===== src/rtl/text_cursor_writer.sv =====
// Text-mode cursor writer: turns a byte stream into character-cell RAM writes,
// with cursor tracking, control codes, screen clear and optional scroll-up.
module text_cursor_writer #(
  parameter int unsigned COLUMNS    = 80,
  parameter int unsigned ROWS       = 30,
  parameter int unsigned ADDR_WIDTH = 12,
  parameter bit          SCROLL_EN  = 1'b1
) (
  input  logic                  Clock,
  input  logic                  Reset,
  input  logic [7:0]            Data_i,
  input  logic                  Valid_i,
  output logic                  Ready_o,
  output logic [ADDR_WIDTH-1:0] RamAddr_o,
  output logic [15:0]           RamWrData_o,
  output logic                  RamWrEn_o,
  input  logic [15:0]           RamRdData_i,
  output logic [ADDR_WIDTH-1:0] CursorCol_o,
  output logic [ADDR_WIDTH-1:0] CursorRow_o
);

  localparam int unsigned AW = ADDR_WIDTH;
  localparam logic [AW-1:0] ColsA      = AW'(COLUMNS);
  localparam logic [AW-1:0] LastColA   = AW'(COLUMNS - 1);
  localparam logic [AW-1:0] LastRowA   = AW'(ROWS - 1);
  localparam logic [AW-1:0] LastCellA  = AW'(COLUMNS * ROWS - 1);
  localparam logic [AW-1:0] LastSrcA   = AW'((ROWS - 1) * COLUMNS - 1);
  localparam logic [7:0]    CodeBs     = 8'h08;
  localparam logic [7:0]    CodeLf     = 8'h0A;
  localparam logic [7:0]    CodeFf     = 8'h0C;
  localparam logic [7:0]    CodeCr     = 8'h0D;
  localparam logic [7:0]    Space      = 8'h20;
  localparam logic [7:0]    AttrReset  = 8'h70;

  typedef enum logic [2:0] {IDLE, WRITE, SCROLL_RD, SCROLL_WR, FILL} state_t;

  state_t         stateQ, stateNext;
  logic [AW-1:0]  colQ, colNext, rowQ, rowNext;
  logic [AW-1:0]  pendColQ, pendColNext, pendRowQ, pendRowNext;
  logic           pendScrollQ, pendScrollNext;
  logic [7:0]     attrQ, attrNext;
  logic [AW-1:0]  addrQ, addrNext;
  logic [15:0]    wrDataQ, wrDataNext;
  logic           wrEnQ, wrEnNext;
  logic           readyQ;
  logic [AW-1:0]  cursorAddr, pendAddr, nlRow;
  logic           nlScroll;

  // Cell addresses and the outcome of a newline from the current row
  always_comb begin
    cursorAddr = rowQ * ColsA + colQ;
    pendAddr   = pendRowQ * ColsA + pendColQ;
    nlScroll   = SCROLL_EN && (rowQ == LastRowA);
    if (rowQ == LastRowA) nlRow = SCROLL_EN ? rowQ : '0;
    else                  nlRow = rowQ + AW'(1);
  end

  // Next-state and registered-output logic
  always_comb begin
    stateNext      = stateQ;
    colNext        = colQ;
    rowNext        = rowQ;
    pendColNext    = pendColQ;
    pendRowNext    = pendRowQ;
    pendScrollNext = pendScrollQ;
    attrNext       = attrQ;
    addrNext       = addrQ;
    wrDataNext     = wrDataQ;
    wrEnNext       = 1'b0;
    case (stateQ)
      IDLE: begin
        addrNext = cursorAddr;
        if (Valid_i) begin
          stateNext      = WRITE;
          pendColNext    = colQ;
          pendRowNext    = rowQ;
          pendScrollNext = 1'b0;
          if (Data_i[7]) begin
            attrNext = {1'b0, Data_i[6:0]};
          end else begin
            case (Data_i)
              CodeCr: pendColNext = '0;
              CodeLf: begin
                pendColNext    = '0;
                pendRowNext    = nlRow;
                pendScrollNext = nlScroll;
              end
              CodeBs: begin
                // Stepping back from column 0 lands on the previous row's last cell,
                // which is still cursorAddr-1 in linear addressing.
                if (colQ != '0 || rowQ != '0) begin
                  wrEnNext   = 1'b1;
                  addrNext   = cursorAddr - AW'(1);
                  wrDataNext = {attrQ, Space};
                  if (colQ != '0) begin
                    pendColNext = colQ - AW'(1);
                  end else begin
                    pendColNext = LastColA;
                    pendRowNext = rowQ - AW'(1);
                  end
                end
              end
              CodeFf: begin
                stateNext   = FILL;
                addrNext    = '0;
                wrEnNext    = 1'b1;
                wrDataNext  = {attrQ, Space};
                pendColNext = '0;
                pendRowNext = '0;
              end
              default: begin
                wrEnNext   = 1'b1;
                wrDataNext = {attrQ, Data_i};
                if (colQ == LastColA) begin
                  pendColNext    = '0;
                  pendRowNext    = nlRow;
                  pendScrollNext = nlScroll;
                end else begin
                  pendColNext = colQ + AW'(1);
                end
              end
            endcase
          end
        end
      end
      WRITE: begin
        if (pendScrollQ) begin
          stateNext = SCROLL_RD;
          addrNext  = ColsA;
        end else begin
          stateNext = IDLE;
          colNext   = pendColQ;
          rowNext   = pendRowQ;
          addrNext  = pendAddr;
        end
      end
      SCROLL_RD: begin
        stateNext = SCROLL_WR;
        addrNext  = addrQ - ColsA;
        wrEnNext  = 1'b1;
      end
      SCROLL_WR: begin
        if (addrQ == LastSrcA) begin
          stateNext  = FILL;
          addrNext   = addrQ + AW'(1);
          wrEnNext   = 1'b1;
          wrDataNext = {attrQ, Space};
        end else begin
          stateNext = SCROLL_RD;
          addrNext  = addrQ + AW'(1) + ColsA;
        end
      end
      FILL: begin
        if (addrQ == LastCellA) begin
          stateNext = IDLE;
          colNext   = pendColQ;
          rowNext   = pendRowQ;
          addrNext  = pendAddr;
        end else begin
          addrNext = addrQ + AW'(1);
          wrEnNext = 1'b1;
        end
      end
      default: stateNext = IDLE;
    endcase
  end

  // State and output registers
  always_ff @(posedge Clock or negedge Reset) begin
    if (!Reset) begin
      stateQ      <= IDLE;
      colQ        <= '0;
      rowQ        <= '0;
      pendColQ    <= '0;
      pendRowQ    <= '0;
      pendScrollQ <= 1'b0;
      attrQ       <= AttrReset;
      addrQ       <= '0;
      wrDataQ     <= '0;
      wrEnQ       <= 1'b0;
      readyQ      <= 1'b1;
    end else begin
      stateQ      <= stateNext;
      colQ        <= colNext;
      rowQ        <= rowNext;
      pendColQ    <= pendColNext;
      pendRowQ    <= pendRowNext;
      pendScrollQ <= pendScrollNext;
      attrQ       <= attrNext;
      addrQ       <= addrNext;
      wrDataQ     <= wrDataNext;
      wrEnQ       <= wrEnNext;
      readyQ      <= (stateNext == IDLE);
    end
  end

  // Scroll copies read data straight through: it only arrives in the write cycle
  assign RamWrData_o = (stateQ == SCROLL_WR) ? RamRdData_i : wrDataQ;
  assign RamAddr_o   = addrQ;
  assign RamWrEn_o   = wrEnQ;
  assign Ready_o     = readyQ;
  assign CursorCol_o = colQ;
  assign CursorRow_o = rowQ;

endmodule

===== config.mk =====
export PLATFORM = sky130hd
export DESIGN_NAME = text_cursor_writer
export DESIGN_NICKNAME = d
export VERILOG_FILES = /design/src/rtl/text_cursor_writer.sv
export SDC_FILE = /design/constraint.sdc
export NUM_CORES = 1
export LEC_CHECK = 0
export BUFFER_PORTS_ARGS = -buffer_cell sky130_fd_sc_hd__buf_2
export CORE_MARGIN = 2
export CORE_UTILIZATION = 55
export CTS_BUF_LIST = sky130_fd_sc_hd__clkbuf_8
export DETAILED_ROUTE_END_ITERATION = 16
export PLACE_DENSITY = 0.74
export SYNTH_ARGS = -nofsm -noshare
export SYNTH_HDL_FRONTEND = slang
export SYNTH_SLANG_ARGS = --single-unit

===== constraint.sdc =====
create_clock -name Clock -period 3.8 [get_ports Clock]
set_input_delay 0.76 -clock Clock [delete_from_list [all_inputs] [get_ports Clock]]
set_output_delay 0.76 -clock Clock [all_outputs]
set_load 0.01 [all_outputs]

==> metrics <==
Finished Layout Cells 1187; via/cell ratio ~6.3; FF-to-FF setup slack 0.1 ns; slowest stage delay, CP 0.59 ns; distinct cell type count after synthesis 85; status completed; Die Width 121 microns; worst-path cell chain ha_1 > ha_1 > fa_1 > ha_4 > nand3_1 > o2111ai_2 > xor2_1 > or4b_4 > or4_1 > o211ai_1 > o221a_2; sw frac 0.405; Final Skew roughly 0.012 ns; Critical Path Slowest Stage Cell or4b_4; Peak Freq approximately 270 MHz; crit path buf inv count 0; Power Density 412 mW/mm^2; HP Class primary input to asynchronous set/reset pin; GP Congestion 0.945; max-cap viol count 0; crit path capture RamAddr_o[11]$_DFFE_PN0P_; CTS tree built; Initial DRC Count 812; CTS H-tree lvls 3; crit end category register; Final Util 0.631; Reg2Reg Launch Point CursorRow_o[3]$_DFFE_PN0P_; final antenna diode count 0; Finish-stage setup viols 0; Syn. warnings 0; Arrival @ worst endpoint between 4 and 5 ns; Slew @ Worst Pin 0.845 ns; dpl ws -0.0156 ns; Cells after DPL between 1k and 1.5k; syn_nets 1025; Rel. slew slack 0.436; WL per Instance between 15 and 20 microns; Crit Path Max Fanout 5; Pre-antenna DRT Iters 5; clk root buf clkbuf_8; Final HPWL DP approximately 16 mm; Fill cells around 1.2k; CP Launch Point CursorRow_o[3]$_DFFE_PN0P_; count of final max-slew check failures 0; Clock Latency Late Sink about 0.39 ns; first-pass GRT wire length 36.2 mm; Nets between 1k and 1.5k; Post-CTS Setup Bufs 0; die area 0.0146 sq mm; Top FF cell, synth dfrtp_1; antenna viol nets, final 0; vias 7433; cell count after synthesis 951; Seq/Total Area, Yosys 0.291; initial antenna violation count 0; GRT Overall Usage 0.313; Combinational Power Share 0.389; Starting Density 0.565; Post-Route WL 22.5 mm; sequential cell fraction of total power 0.384; # IOs between 80 and 90; Startpoint Class register; cell family with most CP delay adder cells; Final Hold Fails 0; VDD IR-drop max between 0.2 and 0.25 mV; number of flops mapped to enable cells by yosys 0; sink count of the clock tree 87; Layout area overhead 11.6%; Avg Inst Size Synth roughly 7.9 sq um; vias in the first global route just under 7k; Levels on crit path 11; clock share of power 0.227; layout cells sized above 1 0.168; min cycle time layout ~3.7 ns; Die Ht between 100 and 150 microns; largest net degree at the start of global routing 64; Yosys reg bits 87; Worst Setup Slack, final between 0.09 and 0.1 ns; CTS buffer count 9; clock tree buffer depth 2; reg-to-reg endpoint RamAddr_o[11]$_DFFE_PN0P_; Site Rows 42; DRC 0; Multi-input gate area 0.00499 sq mm; final period utilization 0.974; synthesized cell area roughly 0.0075 sq mm; Leak Pwr between 3 and 4 nW; CORE AREA about 0.013 sq mm; Register Area 0.00218 sq mm; P_int a little over 2 mW; port bufs 80; Reg clk slew, reported paths about 0.09 ns; P_sw 1.40 mW; ys async rst share 1.00; grt total ovfl 0; CP most frequent cell ha_1; Setup Crit Path Kind register to register; hold buffers post-CTS 0; Reg2Reg Depth 11; CP Data Required Time slightly above 4 ns
stage by stage:
step                      area, sq um  power, mW  hold WS (ns)  setup TNS, ns
after floorplan                  7510       2.18         0.439              0
after global placement           8090       2.59         0.451              0
after detailed placement         8090       2.62         0.457        -0.0156
after CTS                        8330       3.41         0.475              0
after global routing             8380       3.66         0.496       -0.00518
final                            8380       3.45         0.461              0
cells in the mapped netlist (17+ instances only):
| master | n | share of area |
|---|---|---|
| ha_1 | 43 | 0.072 |
| o21ai_0 | 58 | 0.039 |
| nor2_1 | 60 | 0.030 |
| a21oi_1 | 53 | 0.035 |
| inv_1 | 31 | 0.015 |
| xnor2_1 | 33 | 0.038 |
| nor3_1 | 23 | 0.015 |
| nand3_1 | 37 | 0.025 |
| nand2_1 | 176 | 0.088 |
| clkbuf_1 | 54 | 0.027 |
| dfrtp_1 | 83 | 0.28 |
| nand4_1 | 17 | 0.014 |
final cells by class:
cell class                 instances  share of cell area
clock inverter                     6              0.0116
tap                              176              0.0263
multi-input combinational        764               0.595
clock buffer                      10              0.0164
inverter                          33              0.0148
timing repair buffer             111              0.0758
sequential                        87               0.260
worst min-delay path by stage:
stage	startpoint	end	slack, ns	cells after the start
global route	pendRowQ[10]$_DFFE_PN0P_	CursorRow_o[10]$_DFFE_PN0P_	0.50	2
detailed placement	pendRowQ[10]$_DFFE_PN0P_	CursorRow_o[10]$_DFFE_PN0P_	0.46	2
finish	Reset	RamAddr_o[8]$_DFFE_PN0P_	0.46	1
CTS	pendRowQ[10]$_DFFE_PN0P_	CursorRow_o[10]$_DFFE_PN0P_	0.47	2
global placement	pendRowQ[11]$_DFFE_PN0P_	CursorRow_o[11]$_DFFE_PN0P_	0.45	2
floorplan	pendRowQ[10]$_DFFE_PN0P_	CursorRow_o[10]$_DFFE_PN0P_	0.44	2
layer usage:
layer	vias up	wire [microns]	GRT usage	part of all wire
li1	3575	-	-	-
met1	3543	10100	0.427	0.45
met2	275	10700	0.515	0.47
met3	40	1280	0.0486	0.057
met4	0	459	0.0908	0.020
met5	-	0	0	0
what timing repair did:
action | 4_1_cts | 5_1_grt
resized for setup | 2 | 6
endpoints found under the hold margin | 0 | 0
setup endpoints to repair | 1 | 2
gates cloned | 0 | 0
power by group through the flow:
stage	Sequential, mW	Combinational [mW]	Clock [mW]
after floorplan	1.25	0.936	0
after detailed placement	1.33	1.28	0
after global routing	1.35	1.48	0.831
after CTS	1.32	1.30	0.795
after global placement	1.33	1.26	0
final	1.32	1.34	0.783
worst reg2reg max path, cell delays in order (launching register included):
cell and delay (ns):
dfrtp_1 0.41, ha_1 0.28, ha_1 0.23, fa_1 0.49
ha_4 0.32, nand3_1 0.12, o2111ai_2 0.20, xor2_1 0.11
or4b_4 0.59, or4_1 0.53, o211ai_1 0.18, o221a_2 0.19
kinds of logic after synthesis:
| group | share of synthesized area |
|---|---|
| AND/OR/NAND/NOR | 0.259 |
| multiplexers | 0.0305 |
| adder cells (fa/ha/maj) | 0.0823 |
| AO/OA/AOI/OAI | 0.226 |
| flip-flops | 0.291 |
| buffers and inverters | 0.0540 |
| XOR/XNOR | 0.0572 |
layout by cell type, fill, tap and decap left out, types with 6 or more instances in the layout:
cell type	Yosys	final
nand2_1	176	176
dfrtp_1	83	83
buf_2	6	79
nor2_1	60	59
o21ai_0	58	58
a21oi_1	53	52
ha_1	43	42
nand3_1	37	37
xnor2_1	33	33
buf_4	2	32
inv_1	31	31
nor3_1	23	23
nand4_1	17	17
xor2_1	16	16
o211ai_1	16	16
a21o_1	14	14
and3_1	13	13
and2_1	10	10
a31oi_1	10	10
mux2_2	10	10
o31ai_1	10	10
clkbuf_8	0	10
and4_1	9	9
o221ai_1	9	9
a221oi_1	9	9
nor4_1	8	8
or3_1	7	7
nor3b_1	6	6
a211oi_1	6	6
mux2i_1	6	6
sequential cells by signal, indices dropped and copies added (netlist names), 3 cells and up:
| register | flops |
|---|---|
| CursorRow_o | 12 |
| wrDataQ | 14 |
| pendColQ | 12 |
| stateQ | 3 |
| RamAddr_o | 12 |
| attrQ | 7 |
| pendRowQ | 12 |
| CursorCol_o | 12 |
Note: power is estimated with default switching activity, not from simulation.
